## config.mk

```make
export PLATFORM = sky130hd
export DESIGN_NAME = clk_monitor_flat
export DESIGN_NICKNAME = d
export VERILOG_FILES = /design/src/rtl/clk_monitor_pkg.sv /design/src/rtl/clk_monitor_if.sv /design/src/rtl/clk_mon_ch.sv /design/src/rtl/clk_monitor.sv /design/src/flat_wrapper.sv
export SDC_FILE = /design/constraint.sdc
export NUM_CORES = 1
export LEC_CHECK = 0
export CORE_ASPECT_RATIO = 0.8
export CORE_MARGIN = 1.5
export CORE_UTILIZATION = 55
export CTS_BUF_LIST = sky130_fd_sc_hd__clkbuf_4 sky130_fd_sc_hd__clkbuf_8 sky130_fd_sc_hd__clkbuf_16
export CTS_CLUSTER_SIZE = 20
export DETAILED_ROUTE_END_ITERATION = 10
export PLACE_DENSITY = 0.79
export REMOVE_ABC_BUFFERS = 1
export SLEW_MARGIN = 20
export SYNTH_ARGS = -nofsm -noshare
export SYNTH_HDL_FRONTEND = slang
export SYNTH_SLANG_ARGS = --single-unit
```

## constraint.sdc

```tcl
create_clock -name sysclk -period 2.3 [get_ports sysclk]
set_input_delay 0.69 -clock sysclk [delete_from_list [all_inputs] [get_ports sysclk]]
set_output_delay 0.69 -clock sysclk [all_outputs]
set_load 0.01 [all_outputs]
```

## src/rtl/clk_monitor_pkg.sv

```systemverilog
// clk_monitor_pkg: shared state encoding and default sizing for the clock monitor
package clk_monitor_pkg;
  localparam int CNT_W_DEF = 18;
  localparam int TIMEOUT_CTR_DEF = 250_000;
  localparam int TIMEOUT_SCAN_DEF = 25_000;
  localparam logic [1:0] ST_IDLE = 2'd0;
  localparam logic [1:0] ST_ARMED = 2'd1;
  localparam logic [1:0] ST_MEASURE = 2'd2;
endpackage

```

## src/rtl/clk_monitor_if.sv

```systemverilog
// clk_monitor_if: monitored clock inputs and per-channel tick/period/status outputs
interface clk_monitor_if import clk_monitor_pkg::*; #(
  parameter int CNT_W = CNT_W_DEF
);
  logic clk_ctr;
  logic clk_scan;
  logic ctr_tick;
  logic scan_tick;
  logic [CNT_W-1:0] ctr_period;
  logic [CNT_W-1:0] scan_period;
  logic ctr_valid;
  logic scan_valid;
  logic ctr_lost;
  logic scan_lost;
  modport slave (
    input clk_ctr, clk_scan,
    output ctr_tick, scan_tick, ctr_period, scan_period, ctr_valid, scan_valid, ctr_lost, scan_lost
  );
  modport master (
    output clk_ctr, clk_scan,
    input ctr_tick, scan_tick, ctr_period, scan_period, ctr_valid, scan_valid, ctr_lost, scan_lost
  );
endinterface

```

## src/rtl/clk_mon_ch.sv

```systemverilog
// clk_mon_ch: one monitored clock -- synchronizer, edge strobe, period counter and loss detector
module clk_mon_ch import clk_monitor_pkg::*; #(
  parameter int CNT_W = CNT_W_DEF,
  parameter int TIMEOUT = TIMEOUT_CTR_DEF
) (
  input  logic             sysclk,
  input  logic             rst,
  input  logic             src,
  output logic             tick,
  output logic [CNT_W-1:0] period,
  output logic             valid,
  output logic             lost
);
  localparam logic [CNT_W-1:0] CNT_MAX = '1;
  localparam logic [31:0] TO_LAST = 32'(TIMEOUT - 1);
  logic sync1, sync2, hist, rise, to_hit;
  logic [CNT_W-1:0] cnt, cnt_inc;
  logic [1:0] state;
  assign rise = sync2 & ~hist;
  assign cnt_inc = (cnt == CNT_MAX) ? CNT_MAX : cnt + 1'b1;
  // A timeout larger than the counter range can never match, which disables the alarm.
  assign to_hit = !rise && (32'(cnt) == TO_LAST);
  always_ff @(posedge sysclk)
    if (rst) begin
      {sync1, sync2, hist, tick, valid, lost} <= '0;
      cnt <= '0;
      period <= '0;
      state <= ST_IDLE;
    end else begin
      {sync1, sync2, hist} <= {src, sync1, sync2};
      tick <= rise;
      cnt <= rise ? '0 : cnt_inc;
      if (rise) begin
        lost <= 1'b0;
        state <= (state == ST_IDLE) ? ST_ARMED : ST_MEASURE;
        if (state != ST_IDLE) begin
          period <= cnt_inc;
          valid <= 1'b1;
        end
      end else if (to_hit) begin
        lost <= 1'b1;
        valid <= 1'b0;
        state <= ST_IDLE;
      end
    end
endmodule

```

## src/rtl/clk_monitor.sv

```systemverilog
// clk_monitor: measures period and detects loss of the control and scan clocks on sysclk
module clk_monitor import clk_monitor_pkg::*; #(
  parameter int CNT_W = CNT_W_DEF,
  parameter int TIMEOUT_CTR = TIMEOUT_CTR_DEF,
  parameter int TIMEOUT_SCAN = TIMEOUT_SCAN_DEF
) (
  input logic          sysclk,
  input logic          rst,
  clk_monitor_if.slave mon
);
  clk_mon_ch #(.CNT_W(CNT_W), .TIMEOUT(TIMEOUT_CTR)) u_ctr (
    .sysclk(sysclk),
    .rst(rst),
    .src(mon.clk_ctr),
    .tick(mon.ctr_tick),
    .period(mon.ctr_period),
    .valid(mon.ctr_valid),
    .lost(mon.ctr_lost)
  );
  clk_mon_ch #(.CNT_W(CNT_W), .TIMEOUT(TIMEOUT_SCAN)) u_scan (
    .sysclk(sysclk),
    .rst(rst),
    .src(mon.clk_scan),
    .tick(mon.scan_tick),
    .period(mon.scan_period),
    .valid(mon.scan_valid),
    .lost(mon.scan_lost)
  );
endmodule
```

## src/flat_wrapper.sv

```systemverilog
// flat-port wrapper written by rule: the top's interface ports become plain ports
module clk_monitor_flat import clk_monitor_pkg::*;
#(
  parameter int CNT_W = CNT_W_DEF,
  parameter int TIMEOUT_CTR = TIMEOUT_CTR_DEF,
  parameter int TIMEOUT_SCAN = TIMEOUT_SCAN_DEF
)
  (sysclk, rst, mon_clk_ctr, mon_clk_scan, mon_ctr_tick, mon_scan_tick, mon_ctr_period, mon_scan_period, mon_ctr_valid, mon_scan_valid, mon_ctr_lost, mon_scan_lost);
  clk_monitor_if #(.CNT_W(CNT_W)) mon_i ();
  input logic sysclk;
  input logic rst;
  input wire logic [$bits(mon_i.clk_ctr)-1:0] mon_clk_ctr;
  input wire logic [$bits(mon_i.clk_scan)-1:0] mon_clk_scan;
  output wire logic [$bits(mon_i.ctr_tick)-1:0] mon_ctr_tick;
  output wire logic [$bits(mon_i.scan_tick)-1:0] mon_scan_tick;
  output wire logic [$bits(mon_i.ctr_period)-1:0] mon_ctr_period;
  output wire logic [$bits(mon_i.scan_period)-1:0] mon_scan_period;
  output wire logic [$bits(mon_i.ctr_valid)-1:0] mon_ctr_valid;
  output wire logic [$bits(mon_i.scan_valid)-1:0] mon_scan_valid;
  output wire logic [$bits(mon_i.ctr_lost)-1:0] mon_ctr_lost;
  output wire logic [$bits(mon_i.scan_lost)-1:0] mon_scan_lost;
  assign mon_i.clk_ctr = mon_clk_ctr;
  assign mon_i.clk_scan = mon_clk_scan;
  assign mon_ctr_tick = mon_i.ctr_tick;
  assign mon_scan_tick = mon_i.scan_tick;
  assign mon_ctr_period = mon_i.ctr_period;
  assign mon_scan_period = mon_i.scan_period;
  assign mon_ctr_valid = mon_i.ctr_valid;
  assign mon_scan_valid = mon_i.scan_valid;
  assign mon_ctr_lost = mon_i.ctr_lost;
  assign mon_scan_lost = mon_i.scan_lost;
  clk_monitor #(.CNT_W(CNT_W), .TIMEOUT_CTR(TIMEOUT_CTR), .TIMEOUT_SCAN(TIMEOUT_SCAN)) u_core (.sysclk(sysclk), .rst(rst), .mon(mon_i));
endmodule
```

==> results.md <==
CTS:
- The buffer depth of the longest clock path is 2.
- After clock tree synthesis, the clock-pin slew on the worst setup and hold paths is 0.09 ns.
- In this run, CTS created clock tree buffers numbering 9.
- The TritonCTS clock tree is yes.
- The cell sitting at the root of the clock tree is a sky130_fd_sc_hd__clkbuf_8.
- For the worst-skew pair, the clock arrives at the later sink with an insertion delay of 0.35 ns.
- For this design, the sink count on the clock tree is 88.
- The level count of the clock H-tree is 3.
- Post-CTS timing repair inserted 0 buffers for setup.

Global route:
- The first global-routing pass estimated 13.6 mm of wire.
- The number of antenna violations at the first check in global routing is 0.
- The pin count of the biggest net entering global routing is 29.
- Global routing used 24.5% of the available tracks.
- The number of global-route vias before repair is 2785.
- For this run the aggregate overflow at the end of global routing stands at 0.

Cells and area:
- The library cells used most frequently in the layout, excluding fill and tap cells, are sky130_fd_sc_hd__dfxtp_1, sky130_fd_sc_hd__nor2_1, sky130_fd_sc_hd__clkdlybuf4s50_1.
- The most common cell after layout, fill and taps aside is sky130_fd_sc_hd__dfxtp_1.
- Of the cells placed in the final design, the portion with a size suffix greater than 1 is 7.98%.
- 0 antenna diodes ended up in the layout.
- The area added between synthesis and finish is 20.2%.
- The final design area excluding fillers is 4380 um2.
- The count of nets after finishing is 452.

Timing:
- The headroom to the max-slew limit is 51.9%.
- The slew of the pin with the lowest slew margin is 0.704 ns.
- The clock period minus final worst setup slack is 2.14 ns.
- Setup repair after global routing left no endpoint under its margin.
- Setup violations remaining at the end of the flow were counted as 0.
- The sum of negative setup slack is 0 ns.
- The post-layout worst setup margin is 0.162 ns.
- For the final database, setup skew stands at 0.0121 ns.
- The ratio of final minimum period to clock period is 93.0%.
- The final count of hold timing violations is 0.
- Across all hold checks on the routed design, the worst slack comes to 0.447 ns.
- The achievable clock frequency is 468 MHz.
- The number of pins exceeding their max-slew limit in the final report was 0.

Placed design:
- Routability-driven placement finished with a final weighted congestion of 0.882.
- The total placed instance area is 4180 um2.
- At the placement stage, the worst setup path has a slack of 0.238 ns.
- After legalization and detailed placement, the total HPWL measured 5.66 mm.
- During placement, the flow inserted port buffers numbering 45.

Floorplanning:
- The initial utilization of the core area, before any placement, comes to 56.9%.
- The die covers 7130 um2.
- The die is 94.0 um wide.
- The I/O pin count is 46.
- The die is 75.8 um tall.
- The placeable core region is 6410 um2.
- The number of cell rows is 26.

Logic synthesis:
- The fraction of registers with async set or reset after synthesis is 0%.
- The sequential area share after synthesis is 48.3%.
- In this run the cell area of the synthesized design comes to 3640 um2.
- For this run, the leading register cell type out of synthesis is sky130_fd_sc_hd__dfxtp_1.
- The number of enable flip-flop cells after synthesis is 0.
- In the synthesized netlist, the number of instances is 405.
- The synthesized design contains 88 register bits.
- The mean instance size in the synthesized netlist is 9.00 um2.
- Counting distinct cell types in the post-synthesis netlist gives 44.
- The Yosys step of the flow raised 0 warnings.

Drt:
- The routed length per instance is 15.1 um.
- In this run, the number of DRC markers left after iteration 0 of detailed routing was 261.
- For this run, design rule violations remaining after detail routing come to 0.
- The vias after detailed routing is 3143.
- In this run the remaining antenna-violating nets after routing total 0.
- Using the TritonRoute via totals, the vias-per-cell ratio works out to 5.87.
- The final wirelength is 8.06 mm.
- The number of iterations in the first detailed-routing pass is 5.

Worst setup path:
- The worst reg2reg path startpoint is u_core.u_ctr.cnt[0]$_SDFF_PP0_.
- The critical path starts at u_core.u_ctr.cnt[0]$_SDFF_PP0_.
- The count of cell instances traversed by the critical path is 5.
- The slowest stage of the critical path is the sky130_fd_sc_hd__dfxtp_1 cell.
- The critical path class is flip-flop to flip-flop.
- The cell class contributing the biggest share of worst-path delay is simple AND/OR/NAND/NOR gates.
- The highest fanout seen on the critical path is 12.
- The number of buffers and inverters on the critical path is 0.
- The startpoint class of the critical path is a flip-flop.
- The worst setup path is captured at a flip-flop.
- The stage delay of the slowest cell on the critical path is 0.42 ns.
- The required arrival time at the worst endpoint is 2.55 ns.
- The data arrival time of the critical path is 2.39 ns.
- Traced cell by cell, the critical path runs through ha_1 -> nand4_1 -> nor4_1 -> nand2_1 -> a311oi_1.
- The worst register-to-register path has a depth of 5.

Hold path:
- The worst hold path begins at u_core.u_ctr.hist$_SDFF_PP0_.
- The worst min-delay path category is flip-flop to flip-flop.
- The number of cells traversed by the worst hold path is 1.

Run status:
- The flow ran to the end, and the final reports show no timing, DRC or antenna violations.

Power:
- Power comes to 2.76 mW.
- The net switching share of the total power is 22.4%.
- The internal power component is 2.14 mW.
- The analysis attributes to net switching a power of 619 uW.
- The power density relative to cell area is 630 nW/um2.
- The power share of the clock group is 39.1%.
- Registers are responsible for 56.7% of the overall power.
- The peak ir drop on the vdd network is 0.000481 V.
- The analysis attributes to cell leakage a power of 1.44 nW.
- Of the total power, combinational logic draws 4.2%.

Run:
- Across the run, the number of max-cap violations was 0.
cells by family after synthesis:
family / after synthesis / share of synthesized area, %
AOI/OAI and AO/OA: 103 / 18.7
xor gates and xnor gates: 19 / 4.57
adders and majority gates: 2 / 0.686
buffers and inverters: 32 / 3.54
DFF: 88 / 48.3
muxes: 1 / 0.309
and+or+nand+nor: 160 / 23.8
power by group through the flow:
stage,registers [mW],clock network (mW),logic (mW)
after floorplan,1.60,0,0.0546
after global placement,1.60,0,0.115
after detailed placement,1.60,0,0.116
after CTS,1.56,1.10,0.117
after global routing,1.57,1.17,0.132
final,1.56,1.08,0.117
path summary, 6_finish.rpt:
path,to,slack [ns]
worst max-delay path,u_core.u_ctr.period[0]$_SDFFE_PP0P_,0.16
worst min-delay path,u_core.u_ctr.tick$_SDFF_PP0_,0.45
worst max register to register,u_core.u_ctr.period[0]$_SDFFE_PP0P_,0.16
worst min register to register,u_core.u_ctr.tick$_SDFF_PP0_,0.45
sequential cells by signal, summed over array words and instances (netlist names):
name,count
u_core.u_scan.lost,1
u_core.u_ctr.hist,1
u_core.u_ctr.sync1,1
u_core.u_scan.hist,1
u_core.u_ctr.valid,1
u_core.u_ctr.state,2
u_core.u_scan.sync2,1
u_core.u_ctr.tick,1
u_core.u_scan.state,2
u_core.u_ctr.cnt,18
u_core.u_scan.tick,1
u_core.u_scan.period,18
u_core.u_scan.cnt,18
u_core.u_scan.sync1,1
u_core.u_ctr.sync2,1
u_core.u_ctr.period,18
u_core.u_ctr.lost,1
u_core.u_scan.valid,1
layout make-up:
type,count,area [um2]
Inverter,7,26.3
Tap cell,84,105
Sequential cell,88,1760
Multi-Input combinational cell,285,1750
Clock inverter,4,55.1
Clock buffer,12,146
Fill cell,516,2030
Timing Repair Buffer,55,533
through the flow:
step | utilization, % | cells
global placement | 65.2 | 519
global route | 68.4 | 535
floorplan | - | 380
detailed placement | 65.2 | 519
CTS | 68.4 | 535
finish | 68.4 | 535
routing by layer:
metal	track usage, %	up-vias	wire length (um)
met3	5.69	7	475
met5	0	-	0
met1	37.4	1459	4210
met2	33.8	104	3300
li1	-	1573	-
met4	7.63	0	76
cell usage after synthesis (3+ instances only):
cell                        n  share of area [%]
sky130_fd_sc_hd__nand2_1   13                1.3
sky130_fd_sc_hd__nor4_1    12                2.1
sky130_fd_sc_hd__and4_1     8                1.9
sky130_fd_sc_hd__nor3_1     7               0.96
sky130_fd_sc_hd__o211ai_1   3               0.62
sky130_fd_sc_hd__inv_1      7               0.72
sky130_fd_sc_hd__nand4_1   13                2.2
sky130_fd_sc_hd__o21bai_1   3               0.62
sky130_fd_sc_hd__nand2b_1   4               0.69
sky130_fd_sc_hd__and3_1     9                1.5
sky130_fd_sc_hd__a311oi_1  10                2.4
sky130_fd_sc_hd__o31ai_1    4               0.82
sky130_fd_sc_hd__a211oi_1  24                4.9
sky130_fd_sc_hd__nor2b_1   11                1.9
sky130_fd_sc_hd__xnor2_1   11                2.6
sky130_fd_sc_hd__dfxtp_1   88                 48
sky130_fd_sc_hd__a21oi_1   34                4.7
sky130_fd_sc_hd__buf_2      5               0.69
sky130_fd_sc_hd__a31oi_1    8                1.4
sky130_fd_sc_hd__nand3_1   13                1.8
sky130_fd_sc_hd__nand3b_1   3               0.62
sky130_fd_sc_hd__nor2_1    57                5.9
sky130_fd_sc_hd__o21ai_0    6               0.82
sky130_fd_sc_hd__xor2_1     8                1.9
sky130_fd_sc_hd__clkbuf_1  17                1.8
repair_timing:
| item | CTS | global route |
|---|---|---|
| endpoints found under the hold margin | 0 | 0 |
| resized for setup | 0 | 0 |
| hold buffers | 0 | 0 |
| endpoints found under the setup margin | 0 | 1 |
No activity file was read; power rests on OpenSTA's default activity.
